[src/rtl/lstm_output_packetizer_pkg.sv]
// Shared stream types and the sign-extension helper for the LSTM output packetizer.
package lstm_stream_package;

  localparam int AXIS_WIDTH = 32;
  localparam int Y_WIDTH    = 16;

  typedef enum logic {IDLE, IN_PKT} pkt_state_t;

  typedef struct packed {
    logic [AXIS_WIDTH-1:0] tdata;
    logic                  tlast;
  } axis_beat_t;

  // raw holds a width-bit value zero-extended to AXIS_WIDTH; replicate its top bit.
  function automatic logic [AXIS_WIDTH-1:0] sext_to_axis(input logic [AXIS_WIDTH-1:0] raw,
                                                         input int unsigned width);
    logic signed [AXIS_WIDTH-1:0] tmp;
    tmp = raw << (AXIS_WIDTH - width);
    return tmp >>> (AXIS_WIDTH - width);
  endfunction

endpackage

[src/rtl/lstm_output_packetizer_fifo.sv]
// Circular sample buffer: wrap-bit pointers, combinational read of the head entry.
// One write and one read per cycle; no internal backpressure, flush empties it on the next edge.
module lstm_sample_fifo #(
  parameter int WIDTH = 16,
  parameter int DEPTH = 64
) (
  input  logic                   clk,
  input  logic                   rst,
  input  logic                   flush,
  input  logic                   push,
  input  logic                   pop,
  input  logic [WIDTH-1:0]       wr_data,
  output logic [WIDTH-1:0]       rd_data,
  output logic                   full,
  output logic                   empty,
  output logic [$clog2(DEPTH):0] level
);

  localparam int AW = $clog2(DEPTH);
  localparam logic [AW:0] PTR_ONE = {{AW{1'b0}}, 1'b1};

  logic [WIDTH-1:0] mem [DEPTH];
  logic [AW:0]      wr_ptr;
  logic [AW:0]      rd_ptr;

  assign empty   = (wr_ptr == rd_ptr);
  assign full    = (wr_ptr[AW] != rd_ptr[AW]) && (wr_ptr[AW-1:0] == rd_ptr[AW-1:0]);
  assign level   = wr_ptr - rd_ptr;
  assign rd_data = mem[rd_ptr[AW-1:0]];

  // When full with a simultaneous pop the write lands in the slot being vacated.
  always_ff @(posedge clk) begin
    if (push && !flush) begin
      mem[wr_ptr[AW-1:0]] <= wr_data;
    end
  end

  always_ff @(posedge clk or negedge rst) begin
    if (!rst) begin
      wr_ptr <= '0;
      rd_ptr <= '0;
    end else if (flush) begin
      wr_ptr <= '0;
      rd_ptr <= '0;
    end else begin
      if (push) wr_ptr <= wr_ptr + PTR_ONE;
      if (pop)  rd_ptr <= rd_ptr + PTR_ONE;
    end
  end

endmodule

[src/rtl/lstm_output_packetizer.sv]
// Buffers LSTM y samples and emits them as sign-extended AXI4-Stream beats with tlast every seq_len beats.
// Latency 1 cycle from y_in_valid to m_tvalid; input cannot stall, so samples arriving while full are dropped.
module lstm_output_packetizer
  import lstm_stream_package::*;
#(
  parameter int DATA_WIDTH    = Y_WIDTH,
  parameter int DEPTH         = 64,
  parameter int SEQ_LEN_WIDTH = 16
) (
  input  logic                     clk,
  input  logic                     rst,
  input  logic [SEQ_LEN_WIDTH-1:0] seq_len,
  input  logic                     flush,
  input  logic [DATA_WIDTH-1:0]    y_in,
  input  logic                     y_in_valid,
  output logic [31:0]              m_tdata,
  output logic                     m_tvalid,
  input  logic                     m_tready,
  output logic                     m_tlast,
  output logic [$clog2(DEPTH):0]   level,
  output logic                     overflow,
  input  logic                     clear_overflow,
  output logic [15:0]              drop_count,
  output logic [15:0]              packet_count
);

  localparam logic [SEQ_LEN_WIDTH-1:0] LEN_ONE = SEQ_LEN_WIDTH'(1);

  logic [DATA_WIDTH-1:0]    rd_data;
  logic                     full;
  logic                     empty;
  logic                     push;
  logic                     pop;
  logic                     drop;
  logic [SEQ_LEN_WIDTH-1:0] seq_len_eff;

  pkt_state_t               state_q, state_d;
  logic [SEQ_LEN_WIDTH-1:0] beat_q, beat_d;
  logic [SEQ_LEN_WIDTH-1:0] len_q, len_d;
  logic                     tlast_c;
  logic                     pkt_done;
  axis_beat_t               beat_out;

  assign pop         = m_tvalid && m_tready;
  assign push        = y_in_valid && (!full || pop);
  assign drop        = y_in_valid && full && !pop && !flush;
  assign seq_len_eff = (seq_len == '0) ? LEN_ONE : seq_len;

  lstm_sample_fifo #(
    .WIDTH (DATA_WIDTH),
    .DEPTH (DEPTH)
  ) u_fifo (
    .clk     (clk),
    .rst     (rst),
    .flush   (flush),
    .push    (push),
    .pop     (pop),
    .wr_data (y_in),
    .rd_data (rd_data),
    .full    (full),
    .empty   (empty),
    .level   (level)
  );

  assign m_tvalid = !empty;

  // Beat fields are forced to zero while nothing is buffered.
  always_comb begin
    beat_out.tdata = '0;
    beat_out.tlast = 1'b0;
    if (m_tvalid) begin
      beat_out.tdata = sext_to_axis(AXIS_WIDTH'(rd_data), DATA_WIDTH);
      beat_out.tlast = tlast_c;
    end
  end

  assign m_tdata = beat_out.tdata;
  assign m_tlast = beat_out.tlast;

  always_comb begin
    state_d  = state_q;
    beat_d   = beat_q;
    len_d    = len_q;
    tlast_c  = 1'b0;
    pkt_done = 1'b0;
    case (state_q)
      IDLE: begin
        tlast_c = (seq_len_eff == LEN_ONE);
        if (pop) begin
          len_d = seq_len_eff;
          if (tlast_c) begin
            pkt_done = 1'b1;
          end else begin
            state_d = IN_PKT;
            beat_d  = LEN_ONE;
          end
        end
      end
      IN_PKT: begin
        tlast_c = (beat_q == len_q - LEN_ONE);
        if (pop) begin
          if (tlast_c) begin
            state_d  = IDLE;
            beat_d   = '0;
            pkt_done = 1'b1;
          end else begin
            beat_d = beat_q + LEN_ONE;
          end
        end
      end
      default: begin
        state_d = IDLE;
      end
    endcase
    // Flush abandons the packet in progress without counting it.
    if (flush) begin
      state_d  = IDLE;
      beat_d   = '0;
      pkt_done = 1'b0;
    end
  end

  always_ff @(posedge clk or negedge rst) begin
    if (!rst) begin
      state_q      <= IDLE;
      beat_q       <= '0;
      len_q        <= '0;
      packet_count <= '0;
    end else begin
      state_q <= state_d;
      beat_q  <= beat_d;
      len_q   <= len_d;
      if (pkt_done) packet_count <= packet_count + 16'd1;
    end
  end

  // A drop in the same cycle as clear_overflow wins and restarts the count at one.
  always_ff @(posedge clk or negedge rst) begin
    if (!rst) begin
      overflow   <= 1'b0;
      drop_count <= '0;
    end else if (drop) begin
      overflow <= 1'b1;
      if (clear_overflow)              drop_count <= 16'd1;
      else if (drop_count != 16'hFFFF) drop_count <= drop_count + 16'd1;
    end else if (clear_overflow) begin
      overflow   <= 1'b0;
      drop_count <= '0;
    end
  end

endmodule

[config.mk]
export PLATFORM = sky130hd
export DESIGN_NAME = lstm_output_packetizer
export DESIGN_NICKNAME = d
export VERILOG_FILES = /design/src/rtl/lstm_output_packetizer_pkg.sv /design/src/rtl/lstm_output_packetizer_fifo.sv /design/src/rtl/lstm_output_packetizer.sv
export SDC_FILE = /design/constraint.sdc
export NUM_CORES = 1
export LEC_CHECK = 0
export ABC_CLOCK_PERIOD_IN_PS = 3920
export CAP_MARGIN = 30
export CORE_ASPECT_RATIO = 0.75
export CORE_MARGIN = 4
export CORE_UTILIZATION = 56
export DETAILED_ROUTE_END_ITERATION = 16
export GPL_TIMING_DRIVEN = 0
export PLACE_DENSITY = 0.76
export SYNTH_ARGS = -nofsm -noshare
export SYNTH_HDL_FRONTEND = slang
export SYNTH_HIERARCHICAL = 1
export SYNTH_SLANG_ARGS = --single-unit
[constraint.sdc]
create_clock -name clk -period 3.92 [get_ports clk]
set_clock_uncertainty 0.15 [all_clocks]
set_input_delay 0.588 -clock clk [delete_from_list [all_inputs] [get_ports clk]]
set_output_delay 0.588 -clock clk [all_outputs]
set_load 0.005 [all_outputs]
# Word-level counts from Yosys, hierarchy flattened
# Memories as Yosys holds them, arrays and structs flattened.
# Index checks and enable logic that the tools add are counted.
# classes
addsub	7
multipliers	0
div_mod_pow	0
n_lt_le_gt_ge	0
n_eq_ne	9
shift	0
muxes	33
bitwise	1
n_reduce_logical	20
# op_table
operator	n
two-way mux 16 bit	10
adder 16 x 1 -> 16 bit (second input constant)	3
two-way mux 33 bit	1
case mux 16 bit (2 select lines)	1
two-way mux 7 bit	4
== test 16 x 1 -> 1 bit (second input constant)	1
== test 16 bit	1
logical NOT 16 bit	1
inequality test 16 bit (second input constant)	1
subtractor 16 x 1 -> 16 bit (second input constant)	1
adder 7 x 1 -> 7 bit (second input constant)	2
two-way mux 1 bit	14
inequality test 3 bit (second input constant)	3
nonzero test 2 bit	4
== test 7 bit	1
logical AND 1 bit	7
subtractor 7 bit	1
== test 6 bit	1
case mux 1 bit (2 select lines)	3
logical NOT 1 bit	4
AND reduction 2 bit	2
AND reduction 3 bit	1
logical OR 1 bit	1
inequality test 1 bit	1
inverter 1 bit	1
# word_totals
regBits	80
latchBits	0
mem_bits_rw	1024
rom_bits	0
inputBits	38
out_inout_bits	74
elab_cells	79
mem_count	1
# mem_list
memory	words	word_bits	read_ports	rd_clocked_by_memory_dff	wr	line_no	text
u_fifo.mem	64	16	1	0	1	lstm_output_packetizer_fifo.sv:22	logic [WIDTH-1:0] mem [DEPTH];

# Depth between registers and ports, before layout
# Gate-level depths: netlist of run 1.
# depth
ltp_word	8
mapped_depth	15
ltp_nobuf	12

# By module
# The synthesis of run 1 kept the hierarchy.
# by_module_without_submodules
mod	n_inst	cells_per_inst	area_each_um2	seq_area_each_um2
lstm_sample_fifo	1	1938	40308.7	31099.8
lstm_output_packetizer	1	457	4166.5	1651.6

# Worst setup path before layout of run 1
# No wires, ideal clock.
# synth_timing
path_kind	reg-to-reg
from	reg u_fifo.rd_ptr[4]
to	mem u_fifo.mem[40][0], enable pin
setup_time_ps	409
arrival_time_ps	3776
required_ps	3361
path_slack_ps	-415
path_stages_with_launch	15
n_path_buf	3
synth_period_minus_slack_ps	4335
path_cell_list	dfrtp_1 clkbuf_1 clkinv_1 clkbuf_1 ha_1 and4_1 nand3_1 nor2_1 inv_1 nand2_1 a21boi_0 clkbuf_1 nor2b_1 nand4_1 nor3_1
# synth_via
elab_chain_len	8
word_cells_on_any_way	11
classes_between	eq/ne: 2; mux: 2; reduce/logical: 7
# synth_lines
element	line_no	text
start, declared	lstm_output_packetizer_fifo.sv:24	logic [AW:0] rd_ptr;
start signal, assigned	lstm_output_packetizer_fifo.sv:47	if (pop) rd_ptr <= rd_ptr + PTR_ONE;
== test 7 bit	lstm_output_packetizer_fifo.sv:26	assign empty = (wr_ptr == rd_ptr);
named net empty	lstm_output_packetizer.sv:31	logic empty;
logical NOT 1 bit	lstm_output_packetizer.sv:65	assign m_tvalid = !empty;
named net m_tvalid	lstm_output_packetizer.sv:17	output logic m_tvalid,
logical AND 1 bit	lstm_output_packetizer.sv:44	assign pop = m_tvalid && m_tready;
logical OR 1 bit	lstm_output_packetizer.sv:45	assign push = y_in_valid && (!full || pop);
logical AND 1 bit	lstm_output_packetizer.sv:45	
named net push	lstm_output_packetizer.sv:32	logic push;
logical AND 1 bit	lstm_output_packetizer_fifo.sv:33	if (push && !flush) begin
two-way mux 1 bit	lstm_output_packetizer_fifo.sv:33	
two-way mux 1 bit (not written as such)	lstm_output_packetizer_fifo.sv:34	mem[wr_ptr[AW-1:0]] <= wr_data;
end, declared	lstm_output_packetizer_fifo.sv:22	
# The timed path passes the listed nets, and every way through them passes these cells.

# Worst setup path in the final report of run 1
# layout_timing
from	reg u_fifo.rd_ptr[3]
to	out m_tdata[29]
# layout_via
elab_chain_len	2
word_cells_on_any_way	3
classes_between	eq/ne: 1; mux: 1; memory: 1
# layout_lines
element	line_no	text
memory (64 x 16 bit)	n/a	
named net rd_data[15]	lstm_output_packetizer.sv:29	logic [DATA_WIDTH-1:0] rd_data;
two-way mux 33 bit	lstm_output_packetizer.sv:71	if (m_tvalid) begin
end, declared	lstm_output_packetizer.sv:16	output logic [31:0] m_tdata,
# The timed path passes the listed nets, and every way through them passes these cells.

==> qor.yml, run 1 <==
outcome: "complete, but fails checks"
violations: "negative setup slack"
layout_common_cells: "edfxtp_1, mux4_2, buf_4"
first_pass_iters: 8
setup_slack_ns: -0.359
async_flop_share: 0.0725
synth_cell_types: 74
yosys.area.top_type: "edfxtp_1"
initial_core_util: 0.565
num_rows: 89
synth-main-ff-cell: "edfxtp_1"
synth_area_leaders: "edfxtp_1, mux4_2, dfrtp_1, mux2i_1, nor2_1"
dp_hpwl_um: 77500
die_h_um: 252
end_kind: "primary output"
fin_crit_sh: 1.09
clock.fmax_ghz: 0.234
grt_pass1_wl_um: 184000
syn_inst: 2395
reg2reg_to: "u_fifo/mem[38][5]"
drc: 0
worstHoldEndpoint: "drop_count[12]"
cts_sinks: 1104
power.share.switching: 0.261
gp_congestion: 0.983
ir_worst_vdd_uv: 417
rr_worst_depth: 15
leakage_nw: 18.0
combinationalPowerShare: 0.194
core_area_um2: 78700
cp.arrival_ns: 3.54
p_clk_frac: 0.340
ys_seq_elements: 1104
overflow: 0
cts.clk_slew.worst_paths_ns: 0.07
total_power_mw: 28.2
die_w_um: 333
ys_seq_area_frac: 0.736
viasPerCell: 6.86
io_buffers: 110
dieArea_um2: 84000
final_common_cell: "edfxtp_1"
grt_usage: 0.302
cts_tree: "built"
rsz0062_at_grt: "true"
synth_edf_count: 1024
final_nets: 2881
grt_pass1_vias: 26000
switching_power_mw: 7.37
worstSetupStartpointType: "flop"
synth_top_area_frac: 0.691
cts.path.max_buffers: 3
worstHoldStart: "clear_overflow"
power_density_nw_per_um2: 508
internal_power_mw: 20.8
grt_antenna_before_repair: 3
tightest_slew_ns: 1.07
grt_max_degree: 64
synth_warnings: 6
drive_gt1_frac: 0.340
r2r_start: "u_fifo/rd_ptr[3]"
timing.hold.ws_ns: 0.182
finalMaxSlewViolations: 0
ant_nets: 0
vias: 27200
syn_avg_cell_area_um2: 18.6
cp_max_fo: 10
netlist_area_um2: 44500
hold_path.class: "input pin to flop"
critPathRequiredTime_ns: 3.18
max-slew-margin-rel: 0.286
drt-total-wl_um: 134000
syn_to_final_growth_pct: 25.0
cts_buffers: 101
hold_viol: 0
ctsHtreeMaxLevel: 3
drt_first_iter_violations: 3944
cts_root_buf: "clkbuf_16"
hold_depth: 2
crit_type: "flop to primary output"
drv_cap: 0
clk_latency_ns: 0.69
syn-num-nets: 2446
ios: 112
pwr-share-seq: 0.466
r2r_slack_ns: -0.02
wl_per_cell_um: 33.9
fin_crit_ns: 4.28
setup_viol: 45
==> per-stage QoR <==
stage / instance area (µm²) / utilization / setup WS, ns / std cells / TNS, ns
floorplan: 44600 / - / -0.199 / 2395 / -70.26
global placement: 47000 / 0.597 / -2.27 / 3551 / -1996.43
detailed placement: 47600 / 0.604 / -1.71 / 3590 / -1401.40
CTS: 54400 / 0.691 / -0.355 / 3896 / -110.48
global route: 55600 / 0.706 / -0.393 / 3958 / -10.92
finish: 55600 / 0.706 / -0.359 / 3959 / -8.23
==> synthesized netlist by cell type (27+ instances only) <==
master and instances:
nand2_1 101, o21ai_0 36, clkbuf_1 48, nand3_1 31
edfxtp_1 1024, xnor2_1 27, nor2_1 130, buf_4 32
dfrtp_1 80, mux4_2 191, a31oi_1 27, a21oi_1 30
o22ai_1 36, mux2i_1 159, xor2_1 33
==> power by group through the flow <==
stage / clock [mW] / combinational [mW] / sequential, mW
after floorplan: 0 / 2.46 / 13.3
after global placement: 0 / 3.85 / 13.4
after detailed placement: 0 / 3.97 / 13.4
after CTS: 9.54 / 4.85 / 13.1
after global routing: 10.2 / 5.67 / 13.1
final: 9.59 / 5.49 / 13.1
==> cell type report <==
class | count | area, µm²
antenna | 2 | 5.00
buffer | 130 | 1370
clock buffer | 123 | 2650
clock inverter | 61 | 483
fill | 4454 | 23100
inverter | 28 | 125
multi-input combinational | 1128 | 12900
sequential | 1104 | 32800
tap | 1046 | 1310
timing repair buffer | 337 | 3970
==> flip-flops by register name, summed over array words and instances, names as in the netlist <==
register / count
packet_count: 16
len_q: 16
u_fifo/rd_ptr: 7
drop_count: 16
u_fifo/mem: 1024
beat_q: 16
overflow: 1
state_q: 1
u_fifo/wr_ptr: 7
==> timing repair <==
action / in CTS / in global routing
hold buffers: 1 / 0
endpoints found under the hold margin: 80 / 0
gates resized for setup: 572 / 174
cloned: 3 / 3
buffers inserted: 121 / 57
pin swaps: 112 / 49
endpoints found under the setup margin: 1125 / 1118
==> cells by family (layout without fill, tap and decap cells) <==
logic type / count (synthesis) / in the layout / synth area share
flip-flops: 1104 / 1104 / 0.736
AND/OR/NAND/NOR: 401 / 401 / 0.0441
multiplexers: 351 / 351 / 0.133
AO/OA/AOI/OAI: 303 / 303 / 0.0497
buffers and inverters: 163 / 679 / 0.0214
XOR/XNOR: 60 / 60 / 0.0118
adder cells (fa/ha/maj): 13 / 13 / 0.00383
other: 0 / 2 / 0
==> critical path, cell delays in order, from the launching register on <==
cell      delay (ns)
dfrtp_1         0.43
clkbuf_4        0.27
nand3_2         0.22
buf_1           0.61
o22ai_4         0.22
o311a_1         0.42
nor2b_4         0.19
buf_6           0.15
buf_6           0.12
buf_6           0.10
buf_6           0.10
==> per-layer routing <==
metal  global-route usage  vias to the layer above  routed length, µm
met1                0.436                    13900              48000
met3                0.100                      389              20100
li1                     -                    10600                  -
met2                0.441                     2290              60000
met4               0.0967                        2               5860
met5                    0                        -                 11
==> how the worst max path moves through the flow <==
stage | start | endpoint | slack (ns) | cells after the start
3_3_place_gp | u_fifo/rd_ptr[4] | u_fifo/mem[62][7] | -2.27 | 15
3_5_place_dp | u_fifo/rd_ptr[2] | u_fifo/mem[6][4] | -1.71 | 16
2_1_floorplan | u_fifo/rd_ptr[4] | u_fifo/mem[62][0] | -0.20 | 15
4_1_cts | u_fifo/rd_ptr[0] | m_tdata[20] | -0.36 | 12
5_1_grt | u_fifo/rd_ptr[0] | m_tdata[31] | -0.39 | 12
6_report | u_fifo/rd_ptr[3] | m_tdata[29] | -0.36 | 10
(Power assumes the default switching activity.)
==> inputs of run 2 (changes only) <==
--- a/config.mk
+++ b/config.mk
@@ -5,6 +5,7 @@
 export SDC_FILE = /design/constraint.sdc
 export NUM_CORES = 1
 export LEC_CHECK = 0
+export ABC_AREA = 0
 export ABC_CLOCK_PERIOD_IN_PS = 3920
 export CAP_MARGIN = 30
 export CORE_ASPECT_RATIO = 0.75
@@ -15,5 +16,4 @@
 export PLACE_DENSITY = 0.76
 export SYNTH_ARGS = -nofsm -noshare
 export SYNTH_HDL_FRONTEND = slang
-export SYNTH_HIERARCHICAL = 1
 export SYNTH_SLANG_ARGS = --single-unit
==> qor.yml, run 2 <==
overflow: 0  # unchanged
syn_to_final_growth_pct: 23.5
cts_tree: "built"
dp_hpwl_um: 77300  # -0.16%
syn-num-nets: 2155  # -12%
cpMostUsedCell: "buf_6"
worstSetupStartpointType: "flop"
netlist_area_um2: 43900  # -1.4%
synth-main-ff-cell: "edfxtp_1"
crit_type: "flop to primary output"
grt_pass1_wl_um: 185000  # +0.77%
async_flop_share: 0.0725  # unchanged
viasPerCell: 6.86  # about the same
setup-tns-final_ns: -17.30  # -9.08 ns
core_area_um2: 77300  # -1.8%
n_fill_cell: 4365  # -2.0%
fin_crit_sh: 1.18  # +0.0917
largest_reg_flops: 1024  # unchanged
ys_seq_area_frac: 0.746  # +0.0101
synth_cell_types: 60  # -19%
slowest_stage: "mux4_2"
synth_edf_count: 1024  # unchanged
rr_worst_depth: 11  # -4
r2r_start: "u_fifo.rd_ptr[4]"
grt_pass1_vias: 25200  # -3.2%
drive_gt1_frac: 0.375  # +0.0356
antennaDiodeCount: 0  # -2
hold_depth: 1  # -1
synth_warnings: 0  # -6
die_w_um: 331  # -0.66%
final_nets: 2601  # -9.7%
cts.clk_slew.worst_paths_ns: 0.07  # about the same
ios: 112  # unchanged
power_density_nw_per_um2: 524  # +3.3%
crit_chain: "buf_6, clkbuf_8, buf_8, buf_12, mux4_2, mux4_2, mux2i_4, a211oi_4, clkbuf_16, buf_6, buf_6, buf_6"
initial_core_util: 0.568  # +0.00272
r2r_slack_ns: 0.03  # +0.05 ns
die_h_um: 250  # -0.66%
drt-total-wl_um: 131000  # -2.0%
vias: 25100  # -7.6%
syn_inst: 2104  # -12%
finalMaxSlewViolations: 0  # unchanged
grt_usage: 0.313  # +0.0114
io_buffers: 109  # -0.91%
rsz0062_at_grt: "true"
worstHoldStart: "y_in[12]"
outcome: "complete, but fails checks"
synth_area_leaders: "edfxtp_1, mux4_2, dfrtp_1, nor2_1, xor2_1"
ys_seq_elements: 1104  # unchanged
critPathRequiredTime_ns: 3.18  # about the same
pre_cts_ws_ns: -2.59  # -0.883 ns
slowest_delay_ns: 0.54  # -0.07 ns
tightest_slew_ns: 0.983  # -0.0853 ns
ant_nets: 0  # unchanged
cts_root_buf: "clkbuf_16"
leakage_nw: 17.7  # -1.5%
cts_buffers: 101  # unchanged
cts.path.max_buffers: 3  # unchanged
max-slew-margin-rel: 0.345  # +0.0588
syn_avg_cell_area_um2: 20.9  # +12%
synth_most_common_cell: "edfxtp_1"
yosys.area.top_type: "edfxtp_1"
clk_latency_ns: 0.67  # -0.02 ns
cp_max_fo: 8  # -2
ir_worst_vdd_uv: 422  # +1.2%
drt_first_iter_violations: 4030  # +2.2%
cts_sinks: 1104  # unchanged
ctsHtreeMaxLevel: 3  # unchanged
hold_viol: 0  # unchanged
setup_viol: 33  # -27%
grt_max_degree: 63  # -1.6%
reg2reg_to: "u_fifo.mem[52][13]"
grt_antenna_before_repair: 3  # unchanged
synth_common_cells: "edfxtp_1, mux4_2, nor2_1"
dieArea_um2: 82900  # -1.3%
drv_cap: 0  # unchanged
first_pass_iters: 6  # -2
layout_common_cells: "edfxtp_1, mux4_2, clkbuf_16"
wl_per_cell_um: 35.9  # +5.9%
synth_top_area_frac: 0.701  # +0.00946
final_common_cell: "edfxtp_1"
setup_slack_ns: -0.719  # -0.360 ns
worstHoldEndpoint: "u_fifo.mem[3][12]"
final_util: 0.701  # -0.00545
hold_path.class: "input pin to flop"
num_rows: 88  # -1.1%
fin_crit_ns: 4.64  # +0.360 ns
drc: 0  # unchanged
end_kind: "primary output"
gp_congestion: 0.966  # -1.7%
violations: "negative setup slack"
total_power_mw: 28.4  # +0.65%
clock.fmax_ghz: 0.216  # -7.8%
cp.arrival_ns: 3.90  # +0.36 ns
## run 2: kinds of logic after synthesis
family	Yosys count	share of synthesized area
adder cells (fa/ha/maj)	13	0.00388
multiplexers	341	0.169
AO/OA/AOI/OAI	81	0.0129
flip-flops	1104	0.746
XOR/XNOR	72	0.0144
AND/OR/NAND/NOR	352	0.0393
buffers and inverters	141	0.0139
## run 2: metrics by stage
step                std cells  hold WS, ns  cell area (µm²)
floorplan                2104        0.142            43900
global placement         3248        0.310            46300
detailed placement       3348        0.316            48100
CTS                      3625       0.0454            53700
global route             3662       0.0539            54200
finish                   3662       0.0764            54200
## run 2: area by class of cell
cell class	instances	area [µm²]	area share
Sequential cell	1104	32800	0.605
Multi-Input combinational cell	859	11600	0.213
Timing Repair Buffer	347	4190	0.0773
Clock buffer	142	2770	0.0512
Tap cell	1035	1290	0.0239
Buffer	116	1120	0.0206
Clock inverter	38	378	0.00698
Inverter	21	98.8	0.00182
## run 2: how the worst max path moves through the flow
stage	slack, ns	from	endpoint
6_report	-0.72	u_fifo.rd_ptr[0]	m_tdata[25]
5_1_grt	-0.72	u_fifo.rd_ptr[0]	m_tdata[27]
4_1_cts	-0.59	u_fifo.rd_ptr[0]	m_tdata[27]
3_5_place_dp	-2.59	u_fifo.rd_ptr[3]	u_fifo.mem[14][0]
3_3_place_gp	-3.07	u_fifo.rd_ptr[3]	u_fifo.mem[39][4]
2_1_floorplan	-0.24	u_fifo.rd_ptr[3]	u_fifo.mem[63][0]
## run 2: per-layer routing
layer	vias to the layer above	GRT usage	part of all wire
li1	9566	-	-
met1	12900	0.430	0.35
met2	2217	0.474	0.46
met3	423	0.0943	0.14
met4	2	0.137	0.051
met5	-	0	0.000084
## run 2: critical path, delay by kind of cell (launching register included)
kind,cells,cell delay [ns]
AOI/OAI and AO/OA,1,0.21
buffers and inverters,8,1.12
DFF,1,0.37
muxes,3,1.50
## run 2: power by group
part / switching, mW / leakage [nW] / internal, mW
combinational: 2.69 / 5.92 / 2.85
sequential: 0.155 / 10.3 / 13.0
clock: 4.34 / 1.53 / 5.39
total: 7.19 / 17.7 / 21.2
## run 2: repair_timing
item / 4_1_cts / 5_1_grt
hold buffers: 1 / 0
resized for setup: 506 / 54
hold endpoints to repair: 37 / 0
setup buffers: 95 / 35
gates cloned: 5 / 0
setup endpoints to repair: 1142 / 551
pin swaps: 45 / 29
